File: src/rtl/serial_adder.sv
// Bit-serial WIDTH-bit adder built around a single full_adder cell.
// Operands are consumed LSB-first from two shift registers; the carry loop
// is closed through a flip-flop. Result appears WIDTH cycles after accept.
// Optional subtract mode is enabled by defining SERIAL_ADDER_SUB_EN, which
// adds the i_sub port (B inverted, carry forced to 1 at accept).

module full_adder (
  input  logic i_a,
  input  logic i_b,
  input  logic i_cin,
  output logic o_sum,
  output logic o_cout
);

  assign o_sum  = i_a ^ i_b ^ i_cin;
  assign o_cout = (i_a & i_b) | (i_cin & (i_a ^ i_b));

endmodule

module serial_adder #(
  parameter int unsigned WIDTH = 8
) (
  input  logic             i_clk,
  input  logic             i_rst,
  input  logic             i_start,
  input  logic [WIDTH-1:0] i_a,
  input  logic [WIDTH-1:0] i_b,
  input  logic             i_cin,
`ifdef SERIAL_ADDER_SUB_EN
  input  logic             i_sub,
`endif
  output logic             o_busy,
  output logic             o_done,
  output logic [WIDTH-1:0] o_sum,
  output logic             o_cout
);

  localparam int unsigned CntW = $clog2(WIDTH);
  localparam logic [CntW-1:0] LastCnt = CntW'(WIDTH - 1);

  typedef enum logic [1:0] {StIdle, StShift, StDone} state_t;

  state_t           r_state;
  logic [WIDTH-1:0] r_a;
  logic [WIDTH-1:0] r_b;
  logic [WIDTH-1:0] r_psum;
  logic [WIDTH-1:0] r_sum;
  logic [CntW-1:0]  r_cnt;
  logic             r_carry;
  logic             r_cout;
  logic             r_busy;
  logic             r_done;

  logic             w_fa_sum;
  logic             w_fa_cout;
  logic [WIDTH-1:0] w_load_b;
  logic             w_load_c;

`ifdef SERIAL_ADDER_SUB_EN
  // Subtract as a + ~b + 1; cin is ignored in this mode.
  assign w_load_b = i_sub ? ~i_b : i_b;
  assign w_load_c = i_sub | i_cin;
`else
  assign w_load_b = i_b;
  assign w_load_c = i_cin;
`endif

  full_adder u_fa (
    .i_a    (r_a[0]),
    .i_b    (r_b[0]),
    .i_cin  (r_carry),
    .o_sum  (w_fa_sum),
    .o_cout (w_fa_cout)
  );

  // Control FSM and datapath: accept, shift one bit per cycle, publish result.
  always_ff @(posedge i_clk or posedge i_rst) begin
    if (i_rst) begin
      r_state <= StIdle;
      r_a     <= '0;
      r_b     <= '0;
      r_psum  <= '0;
      r_sum   <= '0;
      r_cnt   <= '0;
      r_carry <= 1'b0;
      r_cout  <= 1'b0;
      r_busy  <= 1'b0;
      r_done  <= 1'b0;
    end else begin
      r_done <= 1'b0;
      unique case (r_state)
        StIdle, StDone: begin
          if (i_start) begin
            r_a     <= i_a;
            r_b     <= w_load_b;
            r_carry <= w_load_c;
            r_cnt   <= '0;
            r_busy  <= 1'b1;
            r_state <= StShift;
          end else begin
            r_state <= StIdle;
          end
        end
        StShift: begin
          r_carry <= w_fa_cout;
          r_a     <= r_a >> 1;
          r_b     <= r_b >> 1;
          r_psum  <= {w_fa_sum, r_psum[WIDTH-1:1]};
          if (r_cnt == LastCnt) begin
            // Counter holds at the last index so it never wraps.
            r_sum   <= {w_fa_sum, r_psum[WIDTH-1:1]};
            r_cout  <= w_fa_cout;
            r_done  <= 1'b1;
            r_busy  <= 1'b0;
            r_state <= StDone;
          end else begin
            r_cnt <= r_cnt + 1'b1;
          end
        end
        default: r_state <= StIdle;
      endcase
    end
  end

  assign o_busy = r_busy;
  assign o_done = r_done;
  assign o_sum  = r_sum;
  assign o_cout = r_cout;

endmodule

File: config.mk
export PLATFORM = sky130hd
export DESIGN_NAME = serial_adder
export DESIGN_NICKNAME = d
export VERILOG_FILES = /design/src/rtl/serial_adder.sv
export SDC_FILE = /design/constraint.sdc
export NUM_CORES = 1
export LEC_CHECK = 0
export CAP_MARGIN = 20
export CORE_MARGIN = 2
export CORE_UTILIZATION = 25
export DETAILED_ROUTE_END_ITERATION = 6
export GPL_ROUTABILITY_DRIVEN = 0
export MAX_ROUTING_LAYER = met4
export PLACE_DENSITY = 0.55
export RECOVER_POWER = 50
export SETUP_SLACK_MARGIN = 0.1
export SLEW_MARGIN = 20
export SYNTH_ARGS = -nofsm -noshare
export SYNTH_HDL_FRONTEND = slang
export SYNTH_SLANG_ARGS = --single-unit
export TNS_END_PERCENT = 10
File: constraint.sdc
create_clock -name i_clk -period 2.45 [get_ports i_clk]
set_input_delay 0.49 -clock i_clk [delete_from_list [all_inputs] [get_ports i_clk]]
set_output_delay 0.49 -clock i_clk [all_outputs]
set_load 0.1 [all_outputs]
Word-level counts from Yosys, hierarchy flattened
Cells that the tools add are included.

Output and inout bits: 11. Logic and storage cells: 46. Bits in registers: 41. Input port bits: 20.

Equality and inequality tests: 6. Bitwise gates (word level): 5. $add $sub $neg: 1. Reductions and logical operators: 7. Multiplexer cells: 17.

Operators by type and width (count): $pmux W8 S2 (2); $mux W8 (2); $mux W1 (6); $mux W3 (2); $ne A2 B2 Y1 const B (3); $pmux W3 S2 (1); $reduce_and A3 Y1 (2); $pmux W1 S2 (2); $pmux W2 S2 (1); $reduce_and A2 Y1 (2); $add A3 B1 Y3 const B (1); $eq A3 B3 Y1 const B (1); $and A1 B1 Y1 (2); $eq A2 B1 Y1 const B (1); $eq A2 B2 Y1 const B (1); $logic_not A2 Y1 (1); $mux W2 (1); $reduce_bool A2 Y1 (1); $reduce_or A2 Y1 (1); $xor A1 B1 Y1 (2); $or A1 B1 Y1 (1).

Longest topological paths before layout
Gate-level depths: netlist (run 1).

Depth after elaboration: 4. Mapped depth: 5. Gate-level depth less buffers: 4.

Modules after synthesis
From an unflattened synthesis (run 1), not the netlist that was laid out.

Cells, all modules: 141. Area, all modules: 1990.7 um2.

Modules (own cells, without submodules): serial_adder (cells an instance 140, times used 1, area each 1970.6 um2); full_adder (cells an instance 1, times used 1, area each 20.0 um2).

Worst setup path before layout (run 1)
No wires, ideal clock.

Kind: register to register. Start: register r_cnt[0]. End: register r_cnt[0]. Clock period less this slack: 1.492 ns. Slack: 0.958 ns. Library setup time: 0.087 ns. Path buffers: 0. Stages on the path, launching flop included: 5. Required time: 2.363 ns. Arrival time: 1.405 ns. Cells stage by stage: dfrtp_1 > ha_1 > ha_1 > or4b_1 > o211ai_1.

Word-level cells in the longest chain between the ends: 3.

Ends and longest elaborated chain: start: declaration (line 48) `logic [CntW-1:0] r_cnt;`; start signal: assignment (line 117) `r_cnt <= r_cnt + 1'b1;`; $add A3 B1 Y3 or $eq A3 B3 Y1 (tied branches) (line 117, 109); $mux W3 or $ne A2 B2 Y1 (tied branches); $pmux W3 S2 or $reduce_and A3 Y1 (tied branches).

Several ways; a longest one is shown, not always the timed one. The select of a mux whose other input is x is not followed. A chain may end at the register's enable or synchronous reset.

Worst setup path in the final report (run 1)
Start: register r_done, in the netlist o_done. End: output o_done.

RTL lines: start: declaration (line 52) `logic r_done;`; start signal: assignment (line 88) `r_done <= 1'b0;`; start signal: assignment (line 90) `r_done <= 1'b0;`; start signal: assignment (line 113) `r_done <= 1'b1;`; end: declaration (line 33) `output logic o_done,`.

No word-level cell between the ends.

==> flow_summary.yaml, run 1 <==
run_status:
  status: "complete, no violations"
pwr:
  p_leak_nw: 1.182
  power_frac_seq_pct: 37.2
  p_sw_share_pct: 43.92
  power_density_nw_per_um2: 1277
  power_switching_w: 0.001354
  ir_drop_v: 0.0004003
  p_clk_share_pct: 14.6
  pwr-share-comb_pct: 48.2
  p_int_w: 0.001729
sta:
  fmax_ghz: 0.5105
  holdWs_ns: 0.5107
  fin_crit_sh_pct: 79.96
  finalSetupTns_ns: 0
  tightest_slew_ns: 1.165
  rsz0062_at_grt: "no"
  hold_viol_final: 0
  relSlewSlack_pct: 22.64
  clock_skew_ns: 0.006739
  setup_viol: 0
  layout_min_cycle_time_ns: 1.959
  maxSlewViolCount: 0
setup_path:
  start_kind: "register"
  worst-setup-path-type: "reg2out"
  startpoint: "o_done"
  slowest_stage: "clkbuf_1"
  crit_cells: 1
  worst_ep_arrival_time_ns: 1.47
  cp_num_buf_inv: 1
  reg2reg_depth: 4
  max_stage_delay_ns: 0.86
  path_cells: "clkbuf_1"
  worst_setup_path_end_kind: "primary output"
  worstReg2RegStart: "r_cnt[0]"
  r2r_slack_ns: 0.51
  crit_family: "buffers and inverters"
  path_max_fanout: 1
  rr_endpoint: "o_sum[0]"
  crit_required_ns: 1.96
routing:
  drt_wl_total_um: 3597
  drc_errors: 0
  routedWlPerCell_um: 13.03
  drtAntennaViolNets: 0
  drt-pass1-iter-count: 3
  dr_total_vias: 1178
  via_per_inst: 4.268
  drt_iter0_markers: 63
synthesis:
  synth-edff-count: 0
  synth.distinct_cells: 23
  synth_seq_cells: 40
  synthesis.nets: 164
  synth_area_um2: 1989
  synthFlopType: "dfrtp_1"
  seq_area_frac_synth_pct: 50.31
  syn_area_per_cell_um2: 14.11
  synthCells: 141
  ys_warn_count: 0
  async_flop_share_pct: 100.0
cts:
  path_clk_slew_ns: 0.08
  cts_made_buffers: 5
  ctsResizeCount: 0
  ctsHoldBuffers: 0
  numClockSinks: 40
  clk_path_buf_depth: 2
  postCtsSetupBuffers: 0
  root_buffer: "clkbuf_8"
  cts_max_level: 2
  clk_latency_ns: 0.29
  cts_tree: "done"
grt:
  antenna_found_initial: 0
  grt_pass1_wl_um: 6368
  globalRoute.totalOverflow: 0
  grt_pass1_vias: 1297
  track_usage_pct: 9.619
  grt_max_degree: 41
min_path:
  hold_path_end: "r_psum[1]"
  hp-start: "r_psum[1]"
  holdPathStages: 1
  hold_path_class: "reg2reg"
final_layout:
  drive_gt1_share_pct: 22.99
  nNetsFinal: 196
  num_antenna_cells: 0
  synthToLayoutAreaGrowth_pct: 21.38
  postLayoutCoreUtil_pct: 31.25
floorplanning:
  core_area_um2: 7727
  start_util_pct: 25.74
  die_w_um: 93.21
  row_count: 32
  dieArea_um2: 8687
  num_io_pins: 31
  die_h_um: 93.21
placement:
  dp_hpwl_um: 2456
  port_buffers: 30
run:
  cap_violations: 0
-- per-layer routing --
layer	track usage (%)	wire length (um)	vias to the layer above	part of all wire [%]
met3	3.304	151	4	4.2
li1	-	-	571	-
met4	2.941	31	0	0.86
met2	14.25	1628	20	45
met5	-	0	-	0
met1	12.48	1785	583	50
-- cell families (layout without fill, tap and decap cells) --
group | after synthesis | after routing | share of synthesized area (%)
muxes | 64 | 64 | 34.78
DFF | 40 | 40 | 50.31
buffers and inverters | 14 | 47 | 4.905
and+or+nand+nor | 11 | 11 | 4.213
AOI/OAI and AO/OA | 9 | 9 | 3.522
adders and majority gates | 3 | 3 | 2.264
-- Yosys cell counts (2+ instances only) --
cell type / count / area share [%]
a311o_1: 2 / 1.0
inv_1: 4 / 0.75
mux2i_1: 47 / 24
buf_4: 3 / 1.1
o21ai_0: 3 / 0.75
buf_6: 4 / 2.3
nor3b_1: 2 / 0.75
buf_2: 3 / 0.75
dfrtp_1: 40 / 50
nand3_1: 2 / 0.50
mux2_4: 8 / 6.0
nor2b_1: 2 / 0.63
ha_1: 2 / 1.3
o211a_1: 2 / 1.0
mux2_2: 9 / 5.1
-- layout make-up --
cell class                      count  area (um^2)
Clock buffer                        6        82.58
Tap cell                          102        127.6
Multi-Input combinational cell     87        878.3
Timing Repair Buffer               35        300.3
Fill cell                         771         5313
Inverter                            4        15.01
Sequential cell                    40         1001
Clock inverter                      2        10.01
-- through the flow --
step                setup slack, ns  instance area, um^2  std cells  total power, W
floorplan                    0.9581                 1989        141        0.002386
global route                 0.3240                 2415        276        0.003292
global placement             0.6700                 2345        268        0.002659
CTS                          0.6257                 2437        276        0.003146
detailed placement           0.6525                 2345        268        0.002683
finish                       0.4910                 2415        276        0.003084
-- layout by cell type, fill, tap and decap left out, drive strengths merged, types with 3 or more instances in the layout --
cell,n
inv,4
mux2i,47
dfrtp,40
clkbuf,9
o21ai,3
mux2,17
buf,13
clkdlybuf4s50,17
-- registers in the layout, indices dropped and copies added, names as in the netlist, 2 cells and up --
name,cells
o_sum,8
r_cnt,3
r_state,2
r_a,8
r_psum,7
r_b,8
-- power by group through the flow --
stage	sequential, W	clock (W)	combinational, W
final	0.00115	0.000450	0.00149
after global routing	0.00119	0.000505	0.00160
after CTS	0.00116	0.000471	0.00152
after detailed placement	0.00117	0	0.00152
after global placement	0.00116	0	0.00150
after floorplan	0.00166	0	0.000725
-- worst max path at each step --
stage / endpoint / slack, ns
floorplan: r_cnt[0] / 0.96
global placement: r_psum[7] / 0.67
detailed placement: r_a[2] / 0.65
CTS: r_psum[7] / 0.63
global route: o_sum[4] / 0.32
finish: o_done / 0.49
No activity file was read; power rests on OpenSTA's default activity.
==> inputs of run 2 (changes only) <==
--- a/config.mk
+++ b/config.mk
@@ -11,7 +11,7 @@
 export DETAILED_ROUTE_END_ITERATION = 6
 export GPL_ROUTABILITY_DRIVEN = 0
 export MAX_ROUTING_LAYER = met4
-export PLACE_DENSITY = 0.55
+export PLACE_DENSITY = 0.57
 export RECOVER_POWER = 50
 export SETUP_SLACK_MARGIN = 0.1
 export SLEW_MARGIN = 20
==> constraint.sdc (replaced) <==
create_clock -name i_clk -period 1.7 [get_ports i_clk]
set_input_delay 0.34 -clock i_clk [delete_from_list [all_inputs] [get_ports i_clk]]
set_output_delay 0.34 -clock i_clk [all_outputs]
set_load 0.1 [all_outputs]
==> run 2 against run 1 <==
- global-route usage down 0.081 points
- combinational power up 70%
- sequential power up 46%
- first-iteration DRC count up 29%
- register-to-register slack worse by 0.32 ns
- power up 61%
- clock power up 70%
==> flow_summary.yaml, run 2 (synthesis gave the netlist of run 1 again) <==
run_status:
  status: "complete, no violations"
setup_path:
  r2r_slack_ns: 0.19
  startpoint: "r_cnt[0]"
  start_kind: "register"
  reg2reg_depth: 4
  worstReg2RegStart: "r_cnt[0]"
  worst_ep_arrival_time_ns: 1.72
  worst_setup_path_end_kind: "register"
  worst-setup-path-type: "reg2reg"
  crit_end: "r_cnt[0]"
  rr_endpoint: "r_cnt[0]"
  crit_required_ns: 1.91
  path_max_fanout: 6
routing:
  drt_wl_total_um: 3544
  drt-pass1-iter-count: 2
  drt_iter0_markers: 81
  via_per_inst: 4.268
  drc_errors: 0
  dr_total_vias: 1195
  routedWlPerCell_um: 12.66
  drtAntennaViolNets: 0
floorplanning:
  dieArea_um2: 8687
  start_util_pct: 25.74
  die_w_um: 93.21
  core_area_um2: 7727
  die_h_um: 93.21
  num_io_pins: 31
  row_count: 32
cts:
  root_buffer: "clkbuf_8"
  cts_max_level: 2
  path_clk_slew_ns: 0.08
  clk_latency_ns: 0.29
  clk_path_buf_depth: 2
  cts_made_buffers: 5
  cts_tree: "done"
  numClockSinks: 40
pwr:
  p_leak_nw: 1.259
  power_density_nw_per_um2: 1893
  totalPowerFinal_w: 0.004978
  ir_drop_v: 0.0005183
sta:
  hold_viol_final: 0
  fmax_ghz: 0.6616
  maxSlewViolCount: 0
  fin_crit_sh_pct: 88.91
  finalSetupTns_ns: 0
  rsz0062_at_grt: "no"
  layout_min_cycle_time_ns: 1.511
  relSlewSlack_pct: 32.09
  clock_skew_ns: 0.009275
  tightest_slew_ns: 1.019
  setup_viol: 0
grt:
  antenna_found_initial: 0
  grt_pass1_wl_um: 6258
  globalRoute.totalOverflow: 0
  track_usage_pct: 9.538
  grt_max_degree: 41
  grt_pass1_vias: 1277
run:
  cap_violations: 0
final_layout:
  layout_commonest_cell: "mux2i_1"
  fillers: 753
  synthToLayoutAreaGrowth_pct: 32.20
  drive_gt1_share_pct: 26.40
  num_antenna_cells: 0
  ff_latch_area_um2: 1001
  multi_input_area_um2: 903.4
  final_cell_mix: "mux2i_1 (47), dfrtp_1 (40), clkdlybuf4s50_1 (19), buf_12 (11), mux2_2 (9)"
  nNetsFinal: 200
  postLayoutCoreUtil_pct: 34.04
min_path:
  hold_path_class: "reg2reg"
placement:
  dp_hpwl_um: 2456
  port_buffers: 30
==> run 2: cell count changes in the layout (fill, tap and decap cells not counted), sizes merged, moves of 2 or more <==
cell,delta
clkbuf,-2
dlygate4sd3,-2
buf,+5
clkdlybuf4s50,+2
==> run 2: worst min-delay path by stage <==
stage,depth (start not counted),endpoint,startpoint,slack [ns]
2_1_floorplan,1,r_psum[1],r_psum[1],0.48
3_3_place_gp,1,o_sum[0],r_psum[1],0.49
3_5_place_dp,1,r_psum[1],r_psum[1],0.50
4_1_cts,3,o_sum[2],i_rst,0.40
5_1_grt,1,r_psum[1],r_psum[1],0.56
6_report,1,r_psum[1],r_psum[1],0.51
==> run 2: metal layers <==
layer | routed length [um] | global-route usage, %
met2 | 1691 | 14.25
met1 | 1672 | 12.10
met4 | 61 | 3.676
met5 | 0 | -
met3 | 118 | 3.062
==> run 2: power by group <==
| part | switching [W] | internal [W] |
|---|---|---|
| logic | 0.00136 | 0.00117 |
| registers | 0.000340 | 0.00134 |
| clock network | 0.000331 | 0.000434 |
| total | 0.00203 | 0.00295 |
==> run 2: area by class of cell <==
| cell class | instances | share of cell area [%] |
|---|---|---|
| multi-input cells | 87 | 34.35 |
| repair buffers | 39 | 17.94 |
| clock inverters | 3 | 1.618 |
| clock buffers | 5 | 2.617 |
| flip-flops and latches | 40 | 38.06 |
| well taps | 102 | 4.853 |
| inverters | 4 | 0.5709 |
==> run 2: critical path, stage by stage (launching register included) <==
cell	delay, ns
dfrtp_1	0.40
ha_1	0.23
ha_4	0.19
or4b_1	0.51
o211ai_1	0.10
==> run 2: what timing repair did <==
action,CTS,global route
hold endpoints to repair,0,0
endpoints found under the setup margin,1,1
setup buffers,0,1
cloned,0,0
hold buffers,0,0
gates resized for setup,1,2
pin swaps,0,0
==> run 2: metrics by stage <==
stage | hold WS (ns) | cells | setup WS, ns | area, um^2
floorplan | 0.4766 | 141 | 0.2081 | 1989
global placement | 0.4856 | 271 | 0.1444 | 2517
detailed placement | 0.4981 | 271 | 0.1119 | 2517
CTS | 0.4023 | 279 | 0.1529 | 2631
global route | 0.5619 | 280 | 0.1004 | 2630
finish | 0.5123 | 280 | 0.1886 | 2630
==> inputs of run 3 (changes only) <==
--- a/config.mk
+++ b/config.mk
@@ -6,15 +6,13 @@
 export NUM_CORES = 1
 export LEC_CHECK = 0
 export CAP_MARGIN = 20
-export CORE_MARGIN = 2
+export CORE_MARGIN = 3
 export CORE_UTILIZATION = 25
 export DETAILED_ROUTE_END_ITERATION = 6
 export GPL_ROUTABILITY_DRIVEN = 0
 export MAX_ROUTING_LAYER = met4
 export PLACE_DENSITY = 0.57
 export RECOVER_POWER = 50
-export SETUP_SLACK_MARGIN = 0.1
-export SLEW_MARGIN = 20
 export SYNTH_ARGS = -nofsm -noshare
 export SYNTH_HDL_FRONTEND = slang
 export SYNTH_SLANG_ARGS = --single-unit
==> run 3 against run 2 <==
- critical path depth is the same
- fmax shrank 4.8%
- highest routed layer unchanged
- sequential share of layout area grew 1.7 points
- final cell count shrank 1.4%
- first-iteration DRC count grew 32%
- clock skew shrank 0.0063 ns
- combinational power shrank 7.9%
==> flow_summary.yaml, run 3 (synthesis gave the netlist of run 1 again) <==
sta:
  maxSlewViolCount: 0
  hold_viol_final: 0
  setup_viol: 0
  relSlewSlack_pct: 33.53
  tightest_slew_ns: 0.9970
  rsz0062_at_grt: "no"
  fmax_ghz: 0.6300
  finalSetupTns_ns: 0
  layout_min_cycle_time_ns: 1.587
  fin_ws_ns: 0.1126
  clock_skew_ns: 0.002952
  fin_crit_sh_pct: 93.38
setup_path:
  worst_ep_arrival_time_ns: 1.79
  worst-setup-path-type: "reg2reg"
  start_kind: "register"
  worst_setup_path_end_kind: "register"
  worstReg2RegStart: "r_cnt[0]"
  rr_endpoint: "r_cnt[0]"
  crit_required_ns: 1.91
  path_max_fanout: 6
  r2r_slack_ns: 0.11
  reg2reg_depth: 4
routing:
  drtAntennaViolNets: 0
  drc_errors: 0
  routedWlPerCell_um: 13.06
  via_per_inst: 4.286
  dr_total_vias: 1183
  drt-pass1-iter-count: 2
  drt_wl_total_um: 3605
  drt_iter0_markers: 107
grt:
  antenna_found_initial: 0
  grt_pass1_wl_um: 6196
  globalRoute.totalOverflow: 0
  grt_max_degree: 41
  grt_pass1_vias: 1206
  track_usage_pct: 9.144
cts:
  clk_latency_ns: 0.29
  postCtsSetupBuffers: 0
  cts_max_level: 2
  ctsResizeCount: 0
  ctsHoldBuffers: 0
  numClockSinks: 40
  clk_path_buf_depth: 2
  cts_made_buffers: 5
  root_buffer: "clkbuf_8"
  cts_tree: "done"
  path_clk_slew_ns: 0.07
floorplanning:
  num_io_pins: 31
  start_util_pct: 26.58
  die_h_um: 95.21
  dieArea_um2: 9064
  die_w_um: 95.21
  row_count: 31
  core_area_um2: 7486
min_path:
  holdPathStages: 1
  hp-start: "r_psum[1]"
  hold_path_end: "r_psum[1]"
  hold_path_class: "reg2reg"
final_layout:
  num_antenna_cells: 0
  nNetsFinal: 199
  stdcell_area_um2: 2516
  final_cell_mix: "mux2i_1 (47), dfrtp_1 (40), clkdlybuf4s50_1 (18), mux2_2 (9), mux2_4 (8)"
  postLayoutCoreUtil_pct: 33.61
  layout_commonest_cell: "mux2i_1"
  synthToLayoutAreaGrowth_pct: 26.48
  drive_gt1_share_pct: 25.99
run:
  cap_violations: 0
placement:
  pre_cts_ws_ns: 0.1265
  dp_hpwl_um: 2529
  port_buffers: 30
  dpl_cell_area_um2: 2514
pwr:
  ir_drop_v: 0.0007773
  p_leak_nw: 1.233
  power_density_nw_per_um2: 1843
run_status:
  status: "complete, no violations"
==> run 3: changes by cell type in the layout (fill, tap and decap cells not counted), sizes merged <==
cell | previous run | this run
buf | 18 | 13
clkdlybuf4s50 | 19 | 18
clkbuf | 7 | 12
clkinvlp | 1 | 0
dlygate4sd3 | 0 | 1
bufinv | 1 | 0
clkinv | 1 | 2
==> run 3: area by class of cell <==
type | instances | area (um^2)
flip-flops and latches | 40 | 1001
fillers | 737 | 4970
well taps | 99 | 123.9
multi-input cells | 87 | 890.9
repair buffers | 38 | 392.9
clock buffers | 6 | 82.58
inverters | 4 | 15.01
clock inverters | 2 | 10.01
==> run 3: power by group <==
part	total, W	internal (W)	switching, W
Clock	0.000641	0.000324	0.000317
Sequential	0.00167	0.00134	0.000327
Combinational	0.00233	0.000989	0.00134
Total	0.00464	0.00265	0.00198
==> run 3: worst max path at each step <==
stage / from / endpoint / slack, ns / cells past startpoint
floorplan: r_cnt[0] / r_cnt[0] / 0.21 / 4
global placement: i_start / r_a[0] / 0.13 / 4
detailed placement: r_cnt[0] / o_sum[0] / 0.13 / 4
CTS: r_cnt[0] / r_cnt[0] / 0.10 / 4
global route: r_cnt[0] / o_sum[0] / 0.05 / 4
finish: r_cnt[0] / r_cnt[0] / 0.11 / 4
==> run 3: critical path, stage by stage, from the launching register on <==
cell,delay [ns]
dfrtp_1,0.41
ha_1,0.20
ha_1,0.26
or4b_1,0.53
o211ai_1,0.11
==> run 3: through the flow <==
step | hold slack, ns | total power, W | instances
global placement | 0.4884 | 0.004221 | 268
detailed placement | 0.5009 | 0.004253 | 268
CTS | 0.4062 | 0.004922 | 276
floorplan | 0.4766 | 0.003439 | 141
finish | 0.5118 | 0.004638 | 276
global route | 0.5429 | 0.004950 | 276
==> run 3: routing by layer <==
metal  wire, um  global-route usage (%)  part of all wire (%)  vias to the layer above
met5          0                       -                     0                        -
met4         57                   3.966                   1.6                        0
met3        199                   2.684                   5.5                        5
met2       1603                   12.19                    44                       21
met1       1745                   12.73                    48                      577
li1           -                       -                     -                      580
